==> src/rtl/sysid_arbiter_pkg.sv <==
// sysid_arbiter_pkg: shared states, slave word addresses and data width for the system-ID arbiter
package sysid_arbiter_pkg;
  localparam int DW = 32;
  localparam logic ADDR_ID = 1'b0;
  localparam logic ADDR_TS = 1'b1;
  typedef enum logic [1:0] {CHK_ID, CHK_TS, RUN} state_e;
endpackage

==> src/rtl/sysid_arbiter_rr_arbiter.sv <==
// rr_arbiter: combinational round-robin pick, first requester at or above ptr_i (mod N)
module rr_arbiter #(
  parameter int N = 2,
  localparam int PW = $clog2(N)
) (
  input  logic [N-1:0]  req_i,
  input  logic [PW-1:0] ptr_i,
  output logic [N-1:0]  gnt_o,
  output logic [PW-1:0] idx_o,
  output logic          vld_o
);
  // Scan farthest offset first so the closest requester to the pointer wins last.
  always_comb begin
    gnt_o = '0;
    idx_o = '0;
    vld_o = 1'b0;
    for (int k = N - 1; k >= 0; k--) begin
      if (req_i[(int'(ptr_i) + k) % N]) begin
        gnt_o = '0;
        gnt_o[(int'(ptr_i) + k) % N] = 1'b1;
        idx_o = PW'((int'(ptr_i) + k) % N);
        vld_o = 1'b1;
      end
    end
  end
endmodule

==> src/rtl/sysid_arbiter.sv <==
// sysid_arbiter: self-checks the system-ID slave, then round-robin shares it among read masters
module sysid_arbiter
  import sysid_arbiter_pkg::*;
#(
  parameter int            NUM_MASTERS        = 2,
  parameter logic [DW-1:0] EXPECTED_ID        = 32'd0,
  parameter logic [DW-1:0] EXPECTED_TIMESTAMP = 32'd1367779031
) (
  input  logic                   clock,
  input  logic                   reset_n,
  input  logic [NUM_MASTERS-1:0] m_read,
  input  logic [NUM_MASTERS-1:0] m_address,
  output logic [NUM_MASTERS-1:0] m_waitrequest,
  output logic [NUM_MASTERS-1:0] m_readdatavalid,
  output logic [DW-1:0]          m_readdata,
  output logic                   s_address,
  input  logic [DW-1:0]          s_readdata,
  input  logic                   recheck,
  output logic                   sysid_ok,
  output logic                   sysid_bad
);
  localparam int PW = $clog2(NUM_MASTERS);
  state_e                 state_q, state_d;
  logic [PW-1:0]          rr_q, rr_d, idx;
  logic [NUM_MASTERS-1:0] gnt, rdv_q, rdv_d;
  logic [DW-1:0]          rdata_q, rdata_d, id_q, id_d;
  logic                   vld, ok_q, ok_d, bad_q, bad_d;
  rr_arbiter #(.N(NUM_MASTERS)) u_rr (
    .req_i (m_read),
    .ptr_i (rr_q),
    .gnt_o (gnt),
    .idx_o (idx),
    .vld_o (vld)
  );
  // Stall is combinational so masters see all-ones the instant reset asserts.
  assign m_waitrequest   = (reset_n && state_q == RUN) ? ~gnt : '1;
  assign m_readdatavalid = rdv_q;
  assign m_readdata      = rdata_q;
  assign sysid_ok        = ok_q;
  assign sysid_bad       = bad_q;
  always_comb begin
    state_d   = state_q;
    s_address = ADDR_ID;
    rr_d      = rr_q;
    rdv_d     = '0;
    rdata_d   = rdata_q;
    id_d      = id_q;
    ok_d      = ok_q;
    bad_d     = bad_q;
    case (state_q)
      CHK_ID: begin
        id_d    = s_readdata;
        state_d = CHK_TS;
      end
      CHK_TS: begin
        s_address = ADDR_TS;
        ok_d      = (id_q == EXPECTED_ID) && (s_readdata == EXPECTED_TIMESTAMP);
        bad_d     = !ok_d;
        state_d   = RUN;
      end
      default: begin
        if (vld) begin
          s_address = m_address[idx];
          rdata_d   = s_readdata;
          rdv_d     = gnt;
          rr_d      = (idx == PW'(NUM_MASTERS - 1)) ? '0 : idx + 1'b1;
        end
        if (recheck) state_d = CHK_ID;
      end
    endcase
  end
  always_ff @(posedge clock or negedge reset_n) begin
    if (!reset_n) begin
      state_q <= CHK_ID;
      rr_q    <= '0;
      rdv_q   <= '0;
      rdata_q <= '0;
      id_q    <= '0;
      ok_q    <= 1'b0;
      bad_q   <= 1'b0;
    end else begin
      state_q <= state_d;
      rr_q    <= rr_d;
      rdv_q   <= rdv_d;
      rdata_q <= rdata_d;
      id_q    <= id_d;
      ok_q    <= ok_d;
      bad_q   <= bad_d;
    end
  end
endmodule

==> config.mk <==
export PLATFORM = sky130hd
export DESIGN_NAME = sysid_arbiter
export DESIGN_NICKNAME = d
export VERILOG_FILES = /design/src/rtl/sysid_arbiter_pkg.sv /design/src/rtl/sysid_arbiter_rr_arbiter.sv /design/src/rtl/sysid_arbiter.sv
export SDC_FILE = /design/constraint.sdc
export NUM_CORES = 1
export LEC_CHECK = 0
export ABC_CLOCK_PERIOD_IN_PS = 1500
export BUFFER_PORTS_ARGS = -buffer_cell sky130_fd_sc_hd__buf_2
export CAP_MARGIN = 20
export CORE_AREA = 10 10 84 86
export CTS_BUF_LIST = sky130_fd_sc_hd__clkbuf_4 sky130_fd_sc_hd__clkbuf_8
export CTS_CLUSTER_DIAMETER = 100
export CTS_CLUSTER_SIZE = 14
export DETAILED_ROUTE_END_ITERATION = 8
export DIE_AREA = 0 0 94 96
export PLACE_DENSITY = 0.81
export SYNTH_ARGS = -nofsm -noshare
export SYNTH_HDL_FRONTEND = slang
export SYNTH_HIERARCHICAL = 1
export SYNTH_SLANG_ARGS = --single-unit
==> constraint.sdc <==
create_clock -name clock -period 1.5 [get_ports clock]
set_input_delay 0 -clock clock [delete_from_list [all_inputs] [get_ports clock]]
set_output_delay 0 -clock clock [all_outputs]
set_load 0.05 [all_outputs]
# Word-level counts from Yosys, hierarchy flattened
# Cells that the tools add are included.
totals:
  regBits: 71
  inputBits: 39
  out_inout_bits: 39
op_classes:
  add_sub_neg: 2
  n_lt_le_gt_ge: 5
  n_eq_ne: 3
  muxes: 25
  n_bitwise: 3
  n_reduce_logical: 10
ops:
  columns: ["op", "count"]
  rows:
  - ["$eq A32 B31 Y1 const B", 1]
  - ["$logic_not A32 Y1", 1]
  - ["$mux W1", 15]
  - ["$mux W2", 6]
  - ["$logic_and A1 B1 Y1", 4]
  - ["$lt A1 B2 Y1 const B", 2]
  - ["$pmux W2 S2", 1]
  - ["$lt A2 B3 Y1 const B", 1]
  - ["$reduce_bool A3 Y1", 1]
  - ["$add A1 B1 Y1 const B", 2]
  - ["$demux W1 S1", 2]
  - ["$eq A2 B1 Y1 const B", 1]
  - ["$eq A2 B2 Y1 const B", 1]
  - ["$ge A2 B1 Y1 const B", 1]
  - ["$logic_not A2 Y1", 1]
  - ["$not A2 Y2", 1]
  - ["$pmux W1 S2", 1]
  - ["$reduce_and A2 Y1", 1]
  - ["$reduce_or A2 Y1", 1]
  - ["$and A1 B1 Y1 const A", 1]
  - ["$ge A1 B1 Y1 const B", 1]
  - ["$logic_not A1 Y1", 1]
  - ["$not A1 Y1", 1]

# Longest topological paths before layout
# Gate-level depths: netlist of run 1.
logic_depth:
  depth_word: 11
  mapped_depth: 5
  depth_no_buf: 4

# Hierarchy
# The synthesis of run 1 kept the hierarchy.
modules_own_cells:
  columns: ["mod", "instances", "cells_per_inst", "area_per_inst_um2"]
  rows:
  - ["sysid_arbiter", 1, 184, 2835.2]
  - ["rr_arbiter", 1, 5, 32.5]

# Worst setup path after synthesis of run 1
# Ideal clock, no wire load.
synth_timing:
  path_type: "register -> output"
  startpoint: "reg state_q[1]"
  endpoint: "out s_address"
  arrival_ns: 1.907
  required_ns: 1.500
  setup_slack_ns: -0.407
  path_stages_with_launch: 5
  cell_sequence: "dfrtp_1 -> buf_6 -> nand2_1 -> buf_2 -> o21ai_0"
synth_between:
  elab_chain_len: 2
  elab_cells_between_ends: 3
synth_rtl:
  columns: ["element", "line_no", "source"]
  rows:
  - ["start, declared", "sysid_arbiter.sv:23", "state_e state_q, state_d;"]
  - ["start signal, assigned", "sysid_arbiter.sv:82", "state_q <= state_d;"]
  - ["$eq A2 B1 Y1 / $logic_not A2 Y1 (equally long branches)", "sysid_arbiter.sv:50", "case (state_q)"]
  - ["$pmux W1 S2 *", "sysid_arbiter.sv:50", null]
  - ["end, declared", "sysid_arbiter.sv:16", "output logic s_address,"]
# Mark *: on every way between the ends. The rest lies on a longest branch, timed or not.

# Final worst setup path of run 1
layout_timing:
  startpoint: "reg rr_q"
  endpoint: "out s_address"
layout_between:
  elab_chain_len: 10
  elab_cells_between_ends: 14
layout_rtl:
  columns: ["element", "line_no", "source"]
  rows:
  - ["start, declared", "sysid_arbiter.sv:24", "logic [PW-1:0] rr_q, rr_d, idx;"]
  - ["start signal, assigned", "sysid_arbiter.sv:83", "rr_q <= rr_d;"]
  - ["$add A1 B1 Y1", "sysid_arbiter_rr_arbiter.sv:18, sysid_arbiter_rr_arbiter.sv:21", null]
  - ["$mux W1 (implied by the code) (3 in series)", "sysid_arbiter_rr_arbiter.sv:18", "if (req_i[(int'(ptr_i) + k) % N]) begin"]
  - ["$mux W1", "sysid_arbiter_rr_arbiter.sv:18", null]
  - ["$mux W1 *", "sysid_arbiter_rr_arbiter.sv:18", null]
  - ["named net idx", "sysid_arbiter.sv:24", null]
  - ["$mux W1 (implied by the code) * (2 in series)", "sysid_arbiter.sv:63", "s_address = m_address[idx];"]
  - ["$mux W1 *", "sysid_arbiter.sv:62", "if (vld) begin"]
  - ["$pmux W1 S2 *", "sysid_arbiter.sv:50", null]
# Mark *: on every way through the listed nets, which the timed path passes. The rest lies on a longest branch. The select of a mux whose other input is x is not followed.

==> results of run 1 <==
## routing by layer
metal	up-vias	routed length, um	global-route usage, %
met2	58	3627	28.69
met3	9	453	6.381
met5	-	0	0
met1	1002	2744	17.57
li1	940	-	-
met4	0	93	6.076
## path summary, 6_finish.rpt
kind                                     start                  to  slack [ns]  cells past startpoint
worst max-delay path                      rr_q           s_address        0.01                      5
worst min-delay path                 m_read[1]  m_readdatavalid[1]        0.05                      3
worst max register to register        id_q[14]           sysid_bad        0.11                      3
worst min register to register  m_readdata[13]      m_readdata[13]        0.49                      1
max in group asynchronous              reset_n          state_q[1]        0.94                      3
min in group asynchronous              reset_n      m_readdata[23]        0.24                      3
## area by class of cell
| class | count | share of cell area [%] |
|---|---|---|
| Clock buffer | 14 | 4.383 |
| Inverter | 1 | 0.09461 |
| Sequential cell | 71 | 44.81 |
| Multi-Input combinational cell | 109 | 26.77 |
| Clock inverter | 2 | 0.3784 |
| Tap cell | 72 | 2.271 |
| Antenna cell | 1 | 0.06307 |
| Timing Repair Buffer | 120 | 21.22 |
## per-stage QoR
step	instance area [um^2]	TNS [ns]	instances	power (mW)	hold WS (ns)
6_report	3968	0	390	9.162	0.04845
4_1_cts	3930	0	385	9.187	0.02587
2_1_floorplan	2872	0	189	6.520	-0.2956
5_1_grt	3968	-0.05127	390	9.661	0.07598
3_3_place_gp	3373	0	334	7.467	0.06980
3_5_place_dp	3373	-0.05385	334	7.640	0.06916
## logic make-up after synthesis
group / count (synthesis) / synth area share, %
and+or+nand+nor: 36 / 8.944
muxes: 65 / 25.48
DFF: 71 / 61.95
buffers and inverters: 9 / 1.832
AOI/OAI and AO/OA: 8 / 1.789
## cell usage after synthesis, drive strengths merged, types with 2 or more instances
| cell type | instances |
|---|---|
| a21boi | 2 |
| a21oi | 2 |
| and3 | 2 |
| buf | 8 |
| dfrtp | 71 |
| mux2 | 64 |
| nand2 | 8 |
| nand4 | 2 |
| nor2 | 2 |
| nor4 | 7 |
| nor4b | 4 |
| nor4bb | 4 |
| o21ai | 2 |
## worst min-delay path, stage by stage
cell and delay [ns]:
buf_2 0.09, or2_1 0.12, and3_1 0.15
## timing repair
item / 4_1_cts / 5_1_grt
hold buffers: 35 / 0
buffers inserted: 0 / 4
resized for setup: 5 / 1
endpoints found under the hold margin: 138 / 0
endpoints found under the setup margin: 3 / 3
pin swaps: 0 / 1
## sequential cells by signal, summed over array words and instances (netlist names)
signal,count
id_q,32
m_readdata,32
m_readdatavalid,2
state_q,2
rr_q,1
sysid_bad,1
sysid_ok,1
## power groups by stage
stage          registers (mW)  logic, mW  clock network (mW)
6_report                 3.39       4.34                1.43
5_1_grt                  3.51       4.60                1.55
4_1_cts                  3.40       4.32                1.46
3_5_place_dp             3.42       4.22                   0
3_3_place_gp             3.35       4.12                   0
2_1_floorplan            4.90       1.62                   0
==> tab_implementation.tex, run 1 <==
\begin{tabular}{lr}
\hline
Metric & Value \\
\hline
\multicolumn{2}{l}{\textbf{Floorplanning}} \\
\quad Total core area & between 5000 and 6000 um\^{}2 \\
\quad Effective utilization at floorplan & a little over half \\
\quad Width of the die & about 94 um \\
\quad Placement row count & 27 \\
\quad Die Ht & 96 um \\
\quad Floorplan die area & $\sim$9000 um\^{}2 \\
\quad Number of top-level design ports & 78 \\
\multicolumn{2}{l}{\textbf{Placed design}} \\
\quad Routability congestion estimate from global placement & between 0.7 and 0.8 \\
\quad DP HPWL & between 4000 and 5000 um \\
\quad Port-buffer cells & 77 \\
\quad Worst Setup Slack post-DPL & -0.04076 ns \\
\multicolumn{2}{l}{\textbf{Synth}} \\
\quad Cell type with the largest total area after synthesis & dfrtp\_1 \\
\quad Number of distinct library cells after synthesis & 29 \\
\quad Top flip-flop cell by instance count after synthesis & dfrtp\_1 \\
\quad Sequential fraction of the synthesis area & 61.95\% \\
\quad Flip-flop and latch count after synthesis & 71 \\
\quad Fraction of synthesized cell area taken by the top area cell type & roughly three fifths \\
\quad Ys Warns & 6 \\
\quad Leading post-synthesis cells by cell area & dfrtp\_1, mux2\_2, mux2\_1 \\
\quad Post-Synthesis Mean Instance Area & around 15 um\^{}2 \\
\quad Proportion of synthesized flip-flops having asynchronous set or reset & 100.0\% \\
\quad Post-synthesis instance area & $\sim$2900 um\^{}2 \\
\quad Number of nets produced by synthesis & about 230 \\
\quad Number of enable flip-flop cells after synthesis & 0 \\
\quad Post-synthesis instance total & 189 \\
\multicolumn{2}{l}{\textbf{Finish}} \\
\quad Commonest cells after routing, fill and taps aside & buf\_2, dfrtp\_1, mux2\_2 \\
\quad Register Area & around 1800 um\^{}2 \\
\quad Most frequent standard cell in the layout excluding fill and tap cells & buf\_2 \\
\quad Post-layout utilization of the core & between 70\% and 80\% \\
\quad Fin nets & 351 \\
\quad Fill cell instance count of the final layout & 367 \\
\quad Layout cells sized above 1 & a little under half \\
\quad Area growth from synthesis to layout & 38.35\% \\
\quad Combined area of the multi-input logic cells & 1062 um\^{}2 \\
\multicolumn{2}{l}{\textbf{STA}} \\
\quad Part of the cycle the worst path needs & approximately 100\% \\
\quad Highest achievable clock rate & a little under 700 MHz \\
\quad Layout Skew & between 0.007 and 0.008 ns \\
\quad Worst Setup Slack, final & between 0.01 and 0.015 ns \\
\quad Max-slew headroom & between 70 and 80\% \\
\quad RSZ-0062 raised after global routing & yes \\
\quad Final Critical Period & between 1 and 1.5 ns \\
\quad Final count of negative-setup-slack endpoints & 0 \\
\quad Final hold violation count & 0 \\
\quad Final number of max-transition violations & 0 \\
\quad Pin slew with the least headroom to its limit & between 0.3 and 0.4 ns \\
\multicolumn{2}{l}{\textbf{Power and ir drop}} \\
\quad Highest ir drop seen on vdd & between 1500 and 2000 uV \\
\quad Net switching power & just under 4 mW \\
\quad Leakage power total & 1.788 nW \\
\quad Combinational fraction of design power & between 40 and 50\% \\
\quad Power per unit of standard cell area & 2309 nW/um\^{}2 \\
\quad Switching portion of total power & between 40\% and 50\% \\
\quad Sequential fraction of design power & 37.0\% \\
\quad Internal power of the cells & 5.198 mW \\
\quad Portion of total power attributed to the clock network & 15.6\% \\
\multicolumn{2}{l}{\textbf{Global route}} \\
\quad Global-route wire length before repair & $\sim$11000 um \\
\quad Maximum number of pins on one net before global-route repair & between 70 and 80 \\
\quad All-Layer GR Usage & 16.36\% \\
\quad Number of antenna violations at the first check in global routing & 1 \\
\quad Sum of overflow across all layers after global routing & 0 \\
\quad Via count of the first global-routing pass & 2280 \\
\multicolumn{2}{l}{\textbf{Setup path}} \\
\quad CP Cell Sequence & inv\_1 > a21boi\_2 > mux2i\_1 > o21ai\_2 > buf\_6 \\
\quad CP required & roughly 1.5 ns \\
\quad Longest individual stage delay on the worst path & between 0.3 and 0.4 ns \\
\quad Type of the worst setup path & reg -> out \\
\quad Kind of start point of the critical path & flop \\
\quad Slowest CP cell & dfrtp\_1 \\
\quad Largest delay share family, worst path & flip-flops \\
\quad Kind of end point of the critical path & output port \\
\quad Bufs and invs on worst path & 2 \\
\quad Data arrival time of the critical path & 1.49 ns \\
\quad Largest fanout on the critical path & 3 \\
\multicolumn{2}{l}{\textbf{CTS}} \\
\quad Clock latency reported for the late side of the worst-skew pair & approximately 0.34 ns \\
\quad \# clock sinks & between 70 and 80 \\
\quad H-tree levels & 3 \\
\quad CTS root buf & clkbuf\_8 \\
\quad Clock slew at reported path FFs & about 0.07 ns \\
\quad Number of buffers on the longest clock path & 2 \\
\quad Number of buffers added by the clock tree synthesis step & 9 \\
\quad Clock tree from TritonCTS & built \\
\multicolumn{2}{l}{\textbf{Route}} \\
\quad Final wirelength & around 7000 um \\
\quad Routed Antenna Nets & 0 \\
\quad Number of design rule violations left after detail routing & 0 \\
\quad Wire length per cell after detailed routing & 17.74 um \\
\quad Drt first-iter violations & 132 \\
\quad Count of TritonRoute iterations in the first routing pass & 4 \\
\quad Total number of vias & roughly 2000 \\
\quad Via-to-Cell Ratio & approximately 5.2 \\
\multicolumn{2}{l}{\textbf{Outcome}} \\
\quad Result of the run & finished clean \\
\multicolumn{2}{l}{\textbf{Job}} \\
\quad Max-cap viol count & 0 \\
\multicolumn{2}{l}{\textbf{Min path}} \\
\quad Hold crit path type & in -> reg \\
\hline
\end{tabular}
(Power assumes the default switching activity.)
==> inputs of run 2 (changes only) <==
Settings changed: CORE_AREA 10 10 84 86 to 10 10 86 88, CTS_BUF_LIST sky130_fd_sc_hd__clkbuf_4 sky130_fd_sc_hd__clkbuf_8 to default, DIE_AREA 0 0 94 96 to 0 0 96 98, PLACE_DENSITY 0.81 to 0.77.
==> tab_implementation.tex, run 2 (synthesis gave the netlist of run 1 again) <==
\begin{tabular}{lr}
\hline
Metric & Value \\
\hline
\multicolumn{2}{l}{\textbf{Power and ir drop}} \\
\quad Internal power of the cells & 5.128 mW \\
\quad Leakage power total & 1.773 nW \\
\quad Switching portion of total power & between 40\% and 50\% \\
\quad Combinational fraction of design power & approximately half \\
\quad Highest ir drop seen on vdd & approximately 1200 uV \\
\quad Total power after layout & 9.027 mW \\
\quad Net switching power & roughly 3.9 mW \\
\quad Portion of total power attributed to the clock network & 14.0\% \\
\quad Sequential fraction of design power & 37.6\% \\
\quad Power per unit of standard cell area & 2288 nW/um\^{}2 \\
\multicolumn{2}{l}{\textbf{Setup path}} \\
\quad Kind of end point of the critical path & output port \\
\quad Number of cells traversed by the worst register-to-register path & 3 \\
\quad Crit path to & s\_address \\
\quad Largest fanout on the critical path & 17 \\
\quad Worst setup path start & state\_q[1] \\
\quad Kind of start point of the critical path & flop \\
\quad Launch instance of the worst register-to-register path & id\_q[14] \\
\quad Type of the worst setup path & reg -> out \\
\quad Data arrival time of the critical path & roughly 1.4 ns \\
\quad CP required & 1.50 ns \\
\quad Reg2reg end & sysid\_bad \\
\quad Reg-to-reg setup timing slack & about 0.11 ns \\
\multicolumn{2}{l}{\textbf{Floorplanning}} \\
\quad Effective utilization at floorplan & between 40\% and 50\% \\
\quad Floorplan die area & $\sim$9400 um\^{}2 \\
\quad Placement row count & 28 \\
\quad Die Ht & roughly 98 um \\
\quad Width of the die & between 90 and 100 um \\
\quad Total core area & 5746 um\^{}2 \\
\quad Number of top-level design ports & just under 80 \\
\multicolumn{2}{l}{\textbf{Global route}} \\
\quad Via count of the first global-routing pass & $\sim$2100 \\
\quad Number of antenna violations at the first check in global routing & 1 \\
\quad Global-route wire length before repair & about 11000 um \\
\quad All-Layer GR Usage & 14.58\% \\
\quad Sum of overflow across all layers after global routing & 0 \\
\quad Maximum number of pins on one net before global-route repair & 72 \\
\multicolumn{2}{l}{\textbf{CTS}} \\
\quad Number of buffers added by the clock tree synthesis step & 9 \\
\quad Clock latency reported for the late side of the worst-skew pair & around 0.33 ns \\
\quad \# clock sinks & 71 \\
\quad Number of buffers on the longest clock path & 2 \\
\quad H-tree levels & 3 \\
\quad Clock slew at reported path FFs & $\sim$0.06 ns \\
\quad CTS root buf & clkbuf\_8 \\
\quad Clock tree from TritonCTS & built \\
\multicolumn{2}{l}{\textbf{STA}} \\
\quad Hold Slack & between 0.03 and 0.04 ns \\
\quad Pin slew with the least headroom to its limit & between 0.3 and 0.4 ns \\
\quad Final Critical Period & $\sim$1.4 ns \\
\quad Post-Route Setup TNS & 0 ns \\
\quad Layout Skew & roughly 0.0048 ns \\
\quad Final hold violation count & 0 \\
\quad Final number of max-transition violations & 0 \\
\quad Final count of negative-setup-slack endpoints & 0 \\
\quad Worst Setup Slack, final & about 0.097 ns \\
\quad Max-slew headroom & around three quarters \\
\quad Part of the cycle the worst path needs & slightly above 90\% \\
\quad RSZ-0062 raised after global routing & no \\
\quad Highest achievable clock rate & about 710 MHz \\
\multicolumn{2}{l}{\textbf{Placed design}} \\
\quad Port-buffer cells & 77 \\
\quad Worst Setup Slack post-DPL & about 0.069 ns \\
\quad Routability congestion estimate from global placement & approximately 0.77 \\
\quad DP HPWL & between 4000 and 5000 um \\
\multicolumn{2}{l}{\textbf{Finish}} \\
\quad Area growth from synthesis to layout & 37.61\% \\
\quad Commonest cells after routing, fill and taps aside & buf\_2, dfrtp\_1, mux2\_2 \\
\quad Layout cells sized above 1 & between 40\% and 50\% \\
\quad Fin nets & 348 \\
\quad Most frequent standard cell in the layout excluding fill and tap cells & buf\_2 \\
\quad Post-layout utilization of the core & 68.68\% \\
\quad Fill cell instance count of the final layout & 408 \\
\multicolumn{2}{l}{\textbf{Route}} \\
\quad Via-to-Cell Ratio & 5.054 \\
\quad Number of design rule violations left after detail routing & 0 \\
\quad Total number of vias & 1966 \\
\quad Met1 Routed Length & $\sim$2800 um \\
\quad Routed Antenna Nets & 0 \\
\quad Final wirelength & $\sim$6700 um \\
\quad Top routing layer in use & met4 \\
\quad Wire length per cell after detailed routing & 17.21 um \\
\quad Routed wire length on met3 & between 400 and 500 um \\
\quad Routed wl met2 & 3371 um \\
\quad Count of TritonRoute iterations in the first routing pass & 3 \\
\quad Drt first-iter violations & $\sim$70 \\
\multicolumn{2}{l}{\textbf{Min path}} \\
\quad Source of the worst hold timing path & m\_read[1] \\
\quad Hold crit path type & in -> reg \\
\quad Cells on Worst Hold Path & 3 \\
\multicolumn{2}{l}{\textbf{Job}} \\
\quad Max-cap viol count & 0 \\
\multicolumn{2}{l}{\textbf{Outcome}} \\
\quad Result of the run & finished clean \\
\hline
\end{tabular}
run 2: area by class of cell:
| class | instances | area [um^2] | share of cell area (%) |
|---|---|---|---|
| Sequential cell | 71 | 1778 | 45.05 |
| Multi-Input combinational cell | 109 | 1072 | 27.17 |
| Timing Repair Buffer | 117 | 838.3 | 21.24 |
| Clock buffer | 14 | 152.6 | 3.868 |
| Tap cell | 75 | 93.84 | 2.378 |
| Clock inverter | 1 | 5.005 | 0.1268 |
| Inverter | 1 | 3.754 | 0.09512 |
| Antenna cell | 1 | 2.502 | 0.06341 |
run 2: per-layer routing:
layer / GRT usage [%] / vias to the layer above
li1: - / 942
met1: 17.59 / 969
met2: 23.20 / 48
met3: 4.977 / 7
met4: 5.675 / 0
met5: 0 / -
run 2: repair_timing:
item                       in CTS  in global routing
hold buffers                   34                  0
setup buffers                   0                  1
gates resized for setup         3                  4
hold endpoints to repair      137                  0
setup endpoints to repair       1                  3
pin swaps                       0                  1
gates cloned                    0                  0
run 2: critical path, cell delays in order, from the launching register on:
cell and delay [ns]:
dfrtp_2 0.45, nand2_2 0.12, buf_12 0.17, o21ai_2 0.12, buf_4 0.20
run 2: worst min-delay path by stage:
stage                               endpoint  slack (ns)
after CTS                 m_readdatavalid[0]        0.02
after global routing      m_readdatavalid[0]        0.04
after global placement        m_readdata[23]        0.07
after floorplan                      id_q[0]       -0.30
after detailed placement            id_q[25]        0.07
final                     m_readdatavalid[0]        0.03
run 2: power by group through the flow:
stage	Clock [mW]	Sequential, mW	Combinational [mW]
CTS	1.30	3.38	4.42
global placement	0	3.34	4.24
detailed placement	0	3.40	4.33
floorplan	0	4.90	1.62
global route	1.37	3.51	4.63
finish	1.26	3.39	4.37
run 2: metrics by stage:
stage | instance area [um^2] | instances
floorplan | 2872 | 189
global placement | 3410 | 338
detailed placement | 3410 | 338
CTS | 3915 | 387
global route | 3946 | 389
finish | 3946 | 389
